### src/rtl/mem_bus_arbiter_pkg.sv
// Shared definitions for the memory-bus arbiter and the caches it serves:
// state encodings, bus size constants and the tie-break helper.
package mem_bus_arbiter_pkg;

  localparam int unsigned ARB_WORD_W = 16;
  localparam int unsigned ARB_LINE_W = 64;
  localparam int unsigned ARB_ADDR_W = 16;

  // Transfer-size encodings carried on the size buses (size in bits)
  localparam int unsigned SIZE_WORD = ARB_WORD_W;
  localparam int unsigned SIZE_LINE = ARB_LINE_W;

  typedef enum logic [1:0] {
    ARB_IDLE    = 2'd0,
    ARB_OWN0    = 2'd1,
    ARB_OWN1    = 2'd2,
    ARB_RELEASE = 2'd3
  } arb_state_t;

  // Returns 1 when client 1 should be granted; on a tie, client 1 wins unless it owned the port last
  function automatic logic pick_c1(input logic req0, input logic req1, input logic last_c1);
    return req1 & (~req0 | ~last_c1);
  endfunction

endpackage

### src/rtl/mem_bus_arbiter.sv
// Two-client main-memory arbiter for the I-cache (c0) and D-cache (c1).
// Define ARB_ROUND_ROBIN_EN for alternating tie-break; default is fixed priority to c1.
module mem_bus_arbiter
  import mem_bus_arbiter_pkg::*;
#(
  parameter int unsigned WORD_W = ARB_WORD_W,
  parameter int unsigned LINE_W = ARB_LINE_W,
  parameter int unsigned ADDR_W = ARB_ADDR_W
) (
  input  logic              clk,
  input  logic              reset,
  input  logic              c0_read_m,
  input  logic              c1_read_m,
  input  logic              c0_write_m,
  input  logic              c1_write_m,
  input  logic [ADDR_W-1:0] c0_addr,
  input  logic [ADDR_W-1:0] c1_addr,
  input  logic [WORD_W-1:0] c0_size,
  input  logic [WORD_W-1:0] c1_size,
  input  logic [LINE_W-1:0] c0_wdata,
  input  logic [LINE_W-1:0] c1_wdata,
  output logic [LINE_W-1:0] c0_rdata,
  output logic [LINE_W-1:0] c1_rdata,
  output logic              c0_ack,
  output logic              c1_ack,
  output logic              c0_granted,
  output logic              c1_granted,
  output logic              m_read_m,
  output logic              m_write_m,
  output logic [ADDR_W-1:0] m_addr,
  output logic [WORD_W-1:0] m_size,
  output logic [LINE_W-1:0] m_wdata,
  input  logic [LINE_W-1:0] m_rdata,
  input  logic              m_ack
);

  arb_state_t        state_q, state_d;
  logic              wr_txn_q, wr_txn_d;
  logic              c0_ack_q, c0_ack_d;
  logic              c1_ack_q, c1_ack_d;
  logic [LINE_W-1:0] c0_rdata_q, c0_rdata_d;
  logic [LINE_W-1:0] c1_rdata_q, c1_rdata_d;

  logic req0;
  logic req1;
  logic last_c1;
  logic grant_c1;

  assign req0     = c0_read_m | c0_write_m;
  assign req1     = c1_read_m | c1_write_m;
  assign grant_c1 = pick_c1(req0, req1, last_c1);

`ifdef ARB_ROUND_ROBIN_EN
  logic last_c1_q, last_c1_d;

  // Remembers which client won the most recent grant; resets to c0
  always_comb begin
    last_c1_d = last_c1_q;
    if ((state_q == ARB_IDLE) && (req0 || req1)) begin
      last_c1_d = grant_c1;
    end
  end

  always_ff @(posedge clk or posedge reset) begin
    if (reset) begin
      last_c1_q <= 1'b0;
    end else begin
      last_c1_q <= last_c1_d;
    end
  end

  assign last_c1 = last_c1_q;
`else
  assign last_c1 = 1'b0;
`endif

  always_ff @(posedge clk or posedge reset) begin
    if (reset) begin
      state_q    <= ARB_IDLE;
      wr_txn_q   <= 1'b0;
      c0_ack_q   <= 1'b0;
      c1_ack_q   <= 1'b0;
      c0_rdata_q <= '0;
      c1_rdata_q <= '0;
    end else begin
      state_q    <= state_d;
      wr_txn_q   <= wr_txn_d;
      c0_ack_q   <= c0_ack_d;
      c1_ack_q   <= c1_ack_d;
      c0_rdata_q <= c0_rdata_d;
      c1_rdata_q <= c1_rdata_d;
    end
  end

  // Next-state, completion capture and memory-port mux
  always_comb begin
    state_d    = state_q;
    wr_txn_d   = wr_txn_q;
    c0_ack_d   = 1'b0;
    c1_ack_d   = 1'b0;
    c0_rdata_d = c0_rdata_q;
    c1_rdata_d = c1_rdata_q;
    m_read_m   = 1'b0;
    m_write_m  = 1'b0;
    m_addr     = '0;
    m_size     = '0;
    m_wdata    = '0;

    case (state_q)
      ARB_IDLE: begin
        if (req0 || req1) begin
          if (grant_c1) begin
            state_d  = ARB_OWN1;
            wr_txn_d = c1_write_m;
          end else begin
            state_d  = ARB_OWN0;
            wr_txn_d = c0_write_m;
          end
        end
      end
      ARB_OWN0: begin
        // Write dominates a simultaneous read from the same client
        m_read_m  = c0_read_m & ~c0_write_m;
        m_write_m = c0_write_m;
        m_addr    = c0_addr;
        m_size    = c0_size;
        m_wdata   = c0_wdata;
        if (m_ack) begin
          c0_ack_d = 1'b1;
          if (!wr_txn_q) begin
            c0_rdata_d = m_rdata;
          end
          state_d = ARB_RELEASE;
        end
      end
      ARB_OWN1: begin
        m_read_m  = c1_read_m & ~c1_write_m;
        m_write_m = c1_write_m;
        m_addr    = c1_addr;
        m_size    = c1_size;
        m_wdata   = c1_wdata;
        if (m_ack) begin
          c1_ack_d = 1'b1;
          if (!wr_txn_q) begin
            c1_rdata_d = m_rdata;
          end
          state_d = ARB_RELEASE;
        end
      end
      ARB_RELEASE: begin
        state_d = ARB_IDLE;
      end
      default: begin
        state_d = ARB_IDLE;
      end
    endcase
  end

  assign c0_ack     = c0_ack_q;
  assign c1_ack     = c1_ack_q;
  assign c0_rdata   = c0_rdata_q;
  assign c1_rdata   = c1_rdata_q;
  assign c0_granted = (state_q == ARB_OWN0);
  assign c1_granted = (state_q == ARB_OWN1);

endmodule

### config.mk
export PLATFORM = sky130hd
export DESIGN_NAME = mem_bus_arbiter
export DESIGN_NICKNAME = d
export VERILOG_FILES = /design/src/rtl/mem_bus_arbiter_pkg.sv /design/src/rtl/mem_bus_arbiter.sv
export SDC_FILE = /design/constraint.sdc
export NUM_CORES = 1
export LEC_CHECK = 0
export BUFFER_PORTS_ARGS = -buffer_cell sky130_fd_sc_hd__buf_2
export CAP_MARGIN = 25
export CORE_AREA = 2 2 192 194
export DETAILED_ROUTE_END_ITERATION = 8
export DIE_AREA = 0 0 194 196
export PLACE_DENSITY = 0.43
export RECOVER_POWER = 50
export SYNTH_ARGS = -nofsm -noshare
export SYNTH_HDL_FRONTEND = slang
export SYNTH_SLANG_ARGS = --single-unit
### constraint.sdc
create_clock -name clk -period 5.2 [get_ports clk]
set_input_delay 0.52 -clock clk [delete_from_list [all_inputs] [get_ports clk]]
set_output_delay 0.52 -clock clk [all_outputs]
set_load 0.01 [all_outputs]
## Yosys cells after proc, flatten, opt, wreduce, memory -nomap -nowiden

Index checks and enable logic that the tools add are counted.

| storage, ports and cells | value |
|---|---|
| bits in registers | 133 |
| input port bits | 263 |
| word-level logic and storage cells | 38 |

| cells by class | value |
|---|---|
| equality and inequality tests | 5 |
| mux-type cells | 13 |
| bitwise operators | 7 |
| reductions and logical operators | 7 |

Operator list:

| kind | number |
|---|---|
| one-hot mux 64 bit (2 select lines) | 1 |
| one-hot mux 16 bit (2 select lines) | 2 |
| two-way mux 2 bit | 3 |
| one-hot mux 2 bit (3 select lines) | 1 |
| AND reduction 3 bit | 2 |
| equality test 2 bit, second input constant | 2 |
| two-way mux 1 bit | 4 |
| one-hot mux 1 bit (2 select lines) | 2 |
| AND reduction 2 bit | 2 |
| NOT 1 bit | 3 |
| AND 1 bit | 2 |
| equality test 2 x 1 -> 1 bit, second input constant | 1 |
| logical NOT 2 bit | 1 |
| inequality test 2 x 1 -> 1 bit, second input constant | 1 |
| inequality test 2 bit, second input constant | 1 |
| bitwise OR 1 bit | 2 |
| OR reduction 2 bit | 1 |
| logical OR 1 bit | 1 |

## Logic depth before layout (Yosys ltp)

Gate-level depths: netlist (run 1).

| logic depth | value |
|---|---|
| depth in word-level cells | 4 |
| mapped depth | 7 |

## Worst setup path before layout (run 1)

No wires, ideal clock.

| timing path | value |
|---|---|
| kind | register -> output |
| start point | reg state_q[0] |
| end point | out m_wdata[37] |
| arrival time | 1,589 ps |
| data required time | 4,680 ps |
| setup slack | 3,091 ps |
| cell stages (with the launch flop) | 8 |
| path buffers | 3 |
| path through | dfrtp_1 > inv_1 > ha_1 > clkbuf_1 > buf_2 > buf_2 > a22oi_1 > nor2b_1 |

| on the way | value |
|---|---|
| longest elaborated chain between the ends | 2 |
| elaborated cells between the ends (all ways) | 3 |

Ends and longest elaborated chain:

| element | RTL line | source |
|---|---|---|
| from (decl) | mem_bus_arbiter.sv:37 | `arb_state_t state_q, state_d;` |
| from (signal assigned) | mem_bus_arbiter.sv:86 | `state_q <= state_d;` |
| equality test 2 bit | -- |  |
| named net c1_granted | mem_bus_arbiter.sv:27 | `output logic c1_granted,` |
| one-hot mux 64 bit (2 select lines) | mem_bus_arbiter.sv:109 | `case (state_q)` |
| to (decl) | mem_bus_arbiter.sv:32 | `output logic [LINE_W-1:0] m_wdata,` |

The timed path passes the listed nets, and every way through them passes these cells.

==> results.toml, run 1 <==
[sta]
min_period_over_period = 0.643
timing.final.hold_violations = 0
setup_violations = 0
fin_tns_setup_ps = 0
fmax_ghz = 0.299
max-slew-margin-rel = -0.331
hold_slack_ps = 318
worstMarginPinSlew_ps = 2000
rsz0062_at_grt = "no"
drv_slew = 78
fin_skew_ps = 7.49
min_period_ps = 3340

[clock_network]
cts_setup_buffers = 0
cts_buffers = 17
cts_resized = 0
clockBufferDepth = 2
clk_pin_slew_worst_paths_ps = 50
cts-root-buf = "clkbuf_16"
worstSkewPairLatency_ps = 420
cts_tree = "built"
cts_sinks = 133
postCtsHoldBufs = 0
cts-htree-levels = 4

[detailed_routing]
dr_total_vias = 6139
drtAntennaViolNets = 0
wl_per_cell_microns = 17.7
wl_mm = 26.3
vias_per_cell = 4.13
dr.pass1.iters = 5
dr.first_iter.drc_count = 210
drc = 0

[job]
timing.max_cap.violations = 1

[logic_synthesis]
syn_inst = 532
ys_seq_area_frac = 0.501
yosys_warnings = 0
syn-cell-area_sq_mm = 0.00664
synth_seq_cells = 133
ys_types = 25
synth-async-reset-ratio = 1.00
synth-edff-count = 0
syn-mean-instance-area_sq_um = 12.5
ys.flop_type = "dfrtp_1"
yosysTopAreaCellShare = 0.501
syn_nets = 801
synthTopCellsByArea = "dfrtp_1 (50%), mux2_2 (22%), a22oi_1 (11%)"
synth.largest_area_cell = "dfrtp_1"

[global_routing]
grt.overflow.total = 0
grt_pass1_vias = 6197
antenna_found_initial = 4
grt.total_usage = 0.131
grt_pass1_wl_mm = 37.9
grt_max_degree = 103

[final_layout]
layout.nets = 1272
syn2layout_area_growth_pct = 49.9
layout_commonest_cell = "buf_2"
final_layout_size_suffix_gt1_frac = 0.543
design_area_sq_mm = 0.00996
finalNonFillerCells = 1485
layout_common_cells = "buf_2 (380), dfrtp_1 (133), mux2_2 (128)"
post-route-util = 0.276

[worst_setup_path]
critPathArrivalTime_ps = 3780
regToRegEndpoint = "c0_rdata[8]"
crit_path_end_kind = "async pin"
crit_path_max_fanout = 77
ff2ff_setup_slack_ps = 2690
cp-start-kind = "primary input"
r2r_cells = 4
path_class = "in2async"
cp-startpoint = "reset"
reg2reg_from = "state_q[1]"
required_ps = 5640

[placed_design]
place_congestion = 0.799
dpl_cell_area_sq_mm = 0.00945
io_buffers = 492
hpwl_mm = 20.5
dpl.cell_count = 1449

[run_status]
status = "finished, violations left"
violations = "capacitance limit, slew limit"

[min_path]
hp-class = "in2async"

[power_and_ir_drop]
netSwitchingPower_uw = 2560
seqPwrFrac = 0.282
power.density_mw_per_mm2 = 641
ir_drop_uv = 285
pwr-share-clk = 0.193
power.leakage_uw = 0.00480
swShare = 0.400
p_int_uw = 3830
combPwrFrac = 0.524

[floorplanning]
num_io_pins = 493
num_rows = 70
core_sq_mm = 0.0361
die_area_sq_mm = 0.0380
die_y_microns = 196
fp.dieW_microns = 194
initial_core_util = 0.184
-- Yosys cell counts (all sizes together), types with 2 or more instances --
| master | instances |
|---|---|
| dfrtp | 133 |
| mux2 | 128 |
| a22oi | 98 |
| nor2b | 98 |
| clkbuf | 33 |
| buf | 12 |
| ha | 6 |
| inv | 5 |
| nand2 | 4 |
| and2 | 3 |
| nor2 | 2 |
-- logic make-up after synthesis --
group                      Yosys count  share of synthesized area
buffers and inverters               50                     0.0482
DFF                                133                      0.501
AOI/OAI and AO/OA                  105                      0.119
adders and majority gates            6                     0.0113
and+or+nand+nor                    109                      0.102
muxes                              129                      0.219
-- metal layers --
layer / global-route usage / vias to the layer above / part of all wire
li1: - / 2861 / -
met1: 0.149 / 2940 / 0.39
met2: 0.227 / 307 / 0.50
met3: 0.0438 / 29 / 0.084
met4: 0.0516 / 2 / 0.025
met5: 0 / - / 0.00050
-- power groups by stage --
stage / combinational [uW] / clock, uW / sequential, uW
finish: 3350 / 1230 / 1800
global route: 3630 / 1330 / 1880
CTS: 3500 / 1280 / 1800
detailed placement: 3500 / 0 / 1810
global placement: 3480 / 0 / 1800
floorplan: 1790 / 0 / 2050
-- worst max-delay path: stages --
cell and delay (ps):
buf_2 100, clkinvlp_2 650, clkbuf_2 1560, clkbuf_2 860
-- how the worst max path moves through the flow --
stage                        end  slack [ps]  cells after the start
floorplan                 c0_ack        1130                      1
detailed placement   c0_rdata[8]        2140                      4
global placement    c0_rdata[63]        2170                      4
finish              c0_rdata[45]        1860                      4
CTS                    m_addr[7]        1940                      5
global route        c0_rdata[45]        1160                      4
-- state kept, by name, summed over array words and instances, names as in the netlist --
name      cells
c0_ack        1
c0_rdata     64
c1_ack        1
c1_rdata     64
state_q       2
wr_txn_q      1
-- through the flow --
step | setup WS (ps) | power [uW]
floorplan | 1130 | 3840
global placement | 2170 | 5280
detailed placement | 2140 | 5310
CTS | 1940 | 6580
global route | 1160 | 6840
finish | 1860 | 6390
-- layout make-up --
type                            count  area, sq um
Antenna cell                        2         5.00
Clock buffer                       20          457
Clock inverter                     11          149
Fill cell                        3916        26100
Inverter                            5         20.0
Multi-Input combinational cell    349         3020
Sequential cell                   133         3330
Tap cell                          468          586
Timing Repair Buffer              497         2390
Note: power is estimated with default switching activity, not from simulation.
==> run 2: changes to the inputs <==
- clock period: 5.2 -> 3.2 ns (I/O delays scaled with it)
==> run 2 against run 1 <==
Compared with the run above:
- the flow still finishes with violations (capacitance limit, slew limit)
- sequential power up 63%
- non-clock buffer count up 5
- global-route usage up 0.31 points
- critical endpoint is now m_addr[8]
- largest cell class unchanged
==> results.toml, run 2 (same netlist as run 1, synthesis figures left out) <==
[clock_network]
cts_resized = 0
cts_buffers = 17
cts_sinks = 133
worstSkewPairLatency_ps = 420
clockBufferDepth = 2
cts_setup_buffers = 0
postCtsHoldBufs = 0
cts_tree = "built"
cts-root-buf = "clkbuf_16"
cts-htree-levels = 4
clk_pin_slew_worst_paths_ps = 60

[placed_design]
io_buffers = 492
place_congestion = 0.843
hpwl_mm = 21.6
dpl.cell_count = 1457

[sta]
min_period_ps = 2760
hold_slack_ps = 130
worstMarginPinSlew_ps = 1550
fmax_ghz = 0.363
drv_slew = 36
min_period_over_period = 0.862
fin_skew_ps = 9.20
max-slew-margin-rel = -0.0374
rsz0062_at_grt = "no"
timing.final.hold_violations = 0
fin_tns_setup_ps = 0
setup_violations = 0

[power_and_ir_drop]
ir_drop_uv = 479
power.leakage_uw = 0.00482
power.density_mw_per_mm2 = 1040

[floorplanning]
die_area_sq_mm = 0.0380
num_rows = 70
die_y_microns = 196
num_io_pins = 493
initial_core_util = 0.184
fp.dieW_microns = 194
core_sq_mm = 0.0361

[global_routing]
grt_pass1_wl_mm = 38.6
antenna_found_initial = 1
grt.overflow.total = 0
grt_pass1_vias = 6094
grt.total_usage = 0.134
grt_max_degree = 71

[detailed_routing]
wl_per_cell_microns = 18.1
dr.first_iter.drc_count = 238
vias_per_cell = 4.12
dr_total_vias = 6135
drtAntennaViolNets = 0
wl_mm = 27.0
dr.pass1.iters = 4
drc = 0

[final_layout]
finalNonFillerCells = 1490
layout.nets = 1277
final_layout_size_suffix_gt1_frac = 0.546
layout_common_cells = "buf_2 (378), dfrtp_1 (133), mux2_2 (128)"
layout_commonest_cell = "buf_2"
syn2layout_area_growth_pct = 50.8

[worst_setup_path]
cp-start-kind = "flip-flop"
required_ps = 2880
critPathArrivalTime_ps = 2440
crit_path_end_kind = "primary output"
path_class = "reg2out"
crit_path_max_fanout = 53

[run_status]
status = "finished, violations left"
violations = "capacitance limit, slew limit"

[job]
timing.max_cap.violations = 1

[min_path]
hp-class = "in2reg"
==> run 2: cell type report <==
| type | count | area (sq um) |
|---|---|---|
| fillers | 3943 | 26100 |
| flip-flops and latches | 133 | 3330 |
| multi-input cells | 349 | 3030 |
| repair buffers | 502 | 2440 |
| well taps | 468 | 586 |
| clock buffers | 22 | 494 |
| clock inverters | 10 | 118 |
| inverters | 5 | 20.0 |
| diodes | 1 | 2.50 |
==> run 2: path summary, 6_finish.rpt <==
check | startpoint | endpoint | slack, ps | cells after the start
hold / removal | c1_read_m | wr_txn_q | 130 | 2
hold reg to reg | c0_rdata[1] | c0_rdata[1] | 500 | 1
setup / recovery | state_q[0] | m_addr[8] | 440 | 6
min in group asynchronous | reset | c0_rdata[58] | 250 | 2
max in group asynchronous | reset | state_q[1] | 920 | 3
setup reg to reg | state_q[0] | c1_rdata[25] | 1080 | 5
==> run 2: stage by stage <==
| step | setup WS (ps) | util | total power [uW] | cell area, sq um |
|---|---|---|---|---|
| 3_3_place_gp | 911 | 0.265 | 8720 | 9580 |
| 4_1_cts | 408 | 0.282 | 10800 | 10200 |
| 6_report | 441 | 0.278 | 10500 | 10000 |
| 2_1_floorplan | 1230 | - | 6240 | 6650 |
| 3_5_place_dp | 885 | 0.265 | 8760 | 9580 |
| 5_1_grt | 295 | 0.278 | 11200 | 10000 |
==> run 2: report_power, final <==
part	switching (uW)	internal [uW]	total [uW]
Combinational	3040	2470	5510
Sequential	410	2520	2930
Clock	761	1250	2010
Total	4210	6250	10500
==> run 2: routing by layer <==
layer  GRT usage  part of all wire
met1       0.157              0.40
met2       0.233              0.50
met3      0.0378             0.074
met4      0.0522             0.025
met5           0                 0
==> run 2: worst max-delay path: stages, from the launching register on <==
cell and delay, ps:
dfrtp_1 440, inv_1 190, ha_4 500, buf_12 300, a22oi_1 210, nor2b_1 170
buf_2 150
==> run 3: changes to the inputs <==
- CORE_AREA: 2 2 192 194 -> 2 2 190 192
- CTS_CLUSTER_SIZE: not set -> 16
- DIE_AREA: 0 0 194 196 -> 0 0 192 194
- PLACE_DENSITY: 0.43 -> 0.44
- REMOVE_ABC_BUFFERS: not set -> 1
==> run 3 against run 2 <==
Compared with the run above:
- the flow still finishes with violations (capacitance limit, slew limit)
- worst setup slack worse by 74 ps
- design area is 0.24% lower
- via count increased by 2.8%
- final cell count fell by 0.34%
- critical path type unchanged
==> results.toml, run 3 (same netlist as run 1, synthesis figures left out) <==
[run_status]
status = "finished, violations left"
violations = "capacitance limit, slew limit"

[worst_setup_path]
ff2ff_setup_slack_ps = 1130
slowest_delay_ps = 620
required_ps = 2880
r2r_cells = 5
regToRegEndpoint = "c1_rdata[35]"
crit_path_max_fanout = 42
critPathArrivalTime_ps = 2510
path_class = "reg2out"
cp-start-kind = "flip-flop"
crit_buf_inv = 3
crit_chain = "inv_1 -> ha_2 -> buf_12 -> a22oi_1 -> nor2b_1 -> buf_2"
crit_path_end_kind = "primary output"
reg2reg_from = "state_q[0]"
critPathSlowestCell = "ha_2"
critical_path_depth = 6
crit_family = "buffers and inverters"

[floorplanning]
core_sq_mm = 0.0352
num_io_pins = 493
die_area_sq_mm = 0.0372
fp.dieW_microns = 192
initial_core_util = 0.189
die_y_microns = 194
num_rows = 69

[min_path]
hp-class = "in2reg"
min-delay-start = "c1_read_m"
hold_end = "wr_txn_q"
hold_depth = 2

[detailed_routing]
wl_mm = 30.2
dr.first_iter.drc_count = 230
drc = 0
dr.pass1.iters = 4
dr_total_vias = 6306
wl_per_cell_microns = 20.3
drtAntennaViolNets = 0
vias_per_cell = 4.25

[clock_network]
cts_resized = 0
cts_buffers = 17
postCtsHoldBufs = 0
clk_pin_slew_worst_paths_ps = 70
cts_setup_buffers = 0
cts-htree-levels = 4
clockBufferDepth = 2
cts_sinks = 133
cts_tree = "built"
worstSkewPairLatency_ps = 420
cts-root-buf = "clkbuf_16"

[sta]
fin_tns_setup_ps = 0
setup_ws_ps = 368
hold_slack_ps = 127
rsz0062_at_grt = "no"
fmax_ghz = 0.353
min_period_ps = 2830
drv_slew = 79
min_period_over_period = 0.885
timing.final.hold_violations = 0
fin_skew_ps = 9.81
max-slew-margin-rel = -0.187
worstMarginPinSlew_ps = 1780
setup_violations = 0

[power_and_ir_drop]
power.density_mw_per_mm2 = 1050
p_total_uw = 10500
power.leakage_uw = 0.00482
ir_drop_uv = 417

[final_layout]
final_layout_size_suffix_gt1_frac = 0.544
layout_commonest_cell = "buf_2"
design_area_sq_mm = 0.00999
nFillCells = 3842
layout_common_cells = "buf_2 (377), dfrtp_1 (133), mux2_2 (128)"
syn2layout_area_growth_pct = 50.5
layout.nets = 1278

[job]
timing.max_cap.violations = 1

[placed_design]
place_congestion = 0.929
pre_cts_ws_ps = 849
hpwl_mm = 24.1
io_buffers = 492
dpl_cell_area_sq_mm = 0.00956

[global_routing]
grt.overflow.total = 0
grt_max_degree = 79
grt_pass1_vias = 6510
grt.total_usage = 0.156
antenna_found_initial = 6
grt_pass1_wl_mm = 42.3
## run 3: worst max path at each step
stage          startpoint  slack, ps           to
6_report       state_q[0]        370  m_wdata[37]
4_1_cts        state_q[0]        360  m_wdata[45]
2_1_floorplan  state_q[1]      -1070  c0_rdata[0]
5_1_grt             reset        110  c0_rdata[2]
3_5_place_dp   state_q[0]        850  m_wdata[45]
3_3_place_gp   state_q[0]        840    m_addr[2]
## run 3: layout make-up
type | count | area (sq um) | area share
Sequential cell | 133 | 3330 | 0.333
Multi-Input combinational cell | 349 | 3020 | 0.302
Timing Repair Buffer | 503 | 2450 | 0.245
Tap cell | 461 | 577 | 0.0577
Clock buffer | 18 | 429 | 0.0429
Clock inverter | 14 | 164 | 0.0164
Inverter | 5 | 22.5 | 0.00225
Antenna cell | 2 | 5.00 | 0.000501
## run 3: stage by stage
step / utilization / std cells
finish: 0.284 / 1485
floorplan: - / 487
global placement: 0.271 / 1451
CTS: 0.288 / 1483
detailed placement: 0.271 / 1451
global route: 0.284 / 1484
## run 3: worst reg2reg max path, cell delays in order (launching register included)
cell     delay (ps)
dfrtp_1         430
inv_1           130
ha_1            320
nand2_4         360
buf_4           340
mux2_2          370
## run 3: report_power, final
group	internal [uW]	total (uW)	switching, uW
sequential	2520	2930	407
combinational	2480	5530	3050
clock	1170	2010	836
total	6170	10500	4300
## run 3: layer usage
metal / GRT usage / routed length (microns) / vias to the layer above
met4: 0.0515 / 745 / 0
met2: 0.294 / 16100 / 297
met1: 0.167 / 11300 / 3092
li1: - / - / 2886
met5: 0 / 0 / -
met3: 0.0393 / 2070 / 31
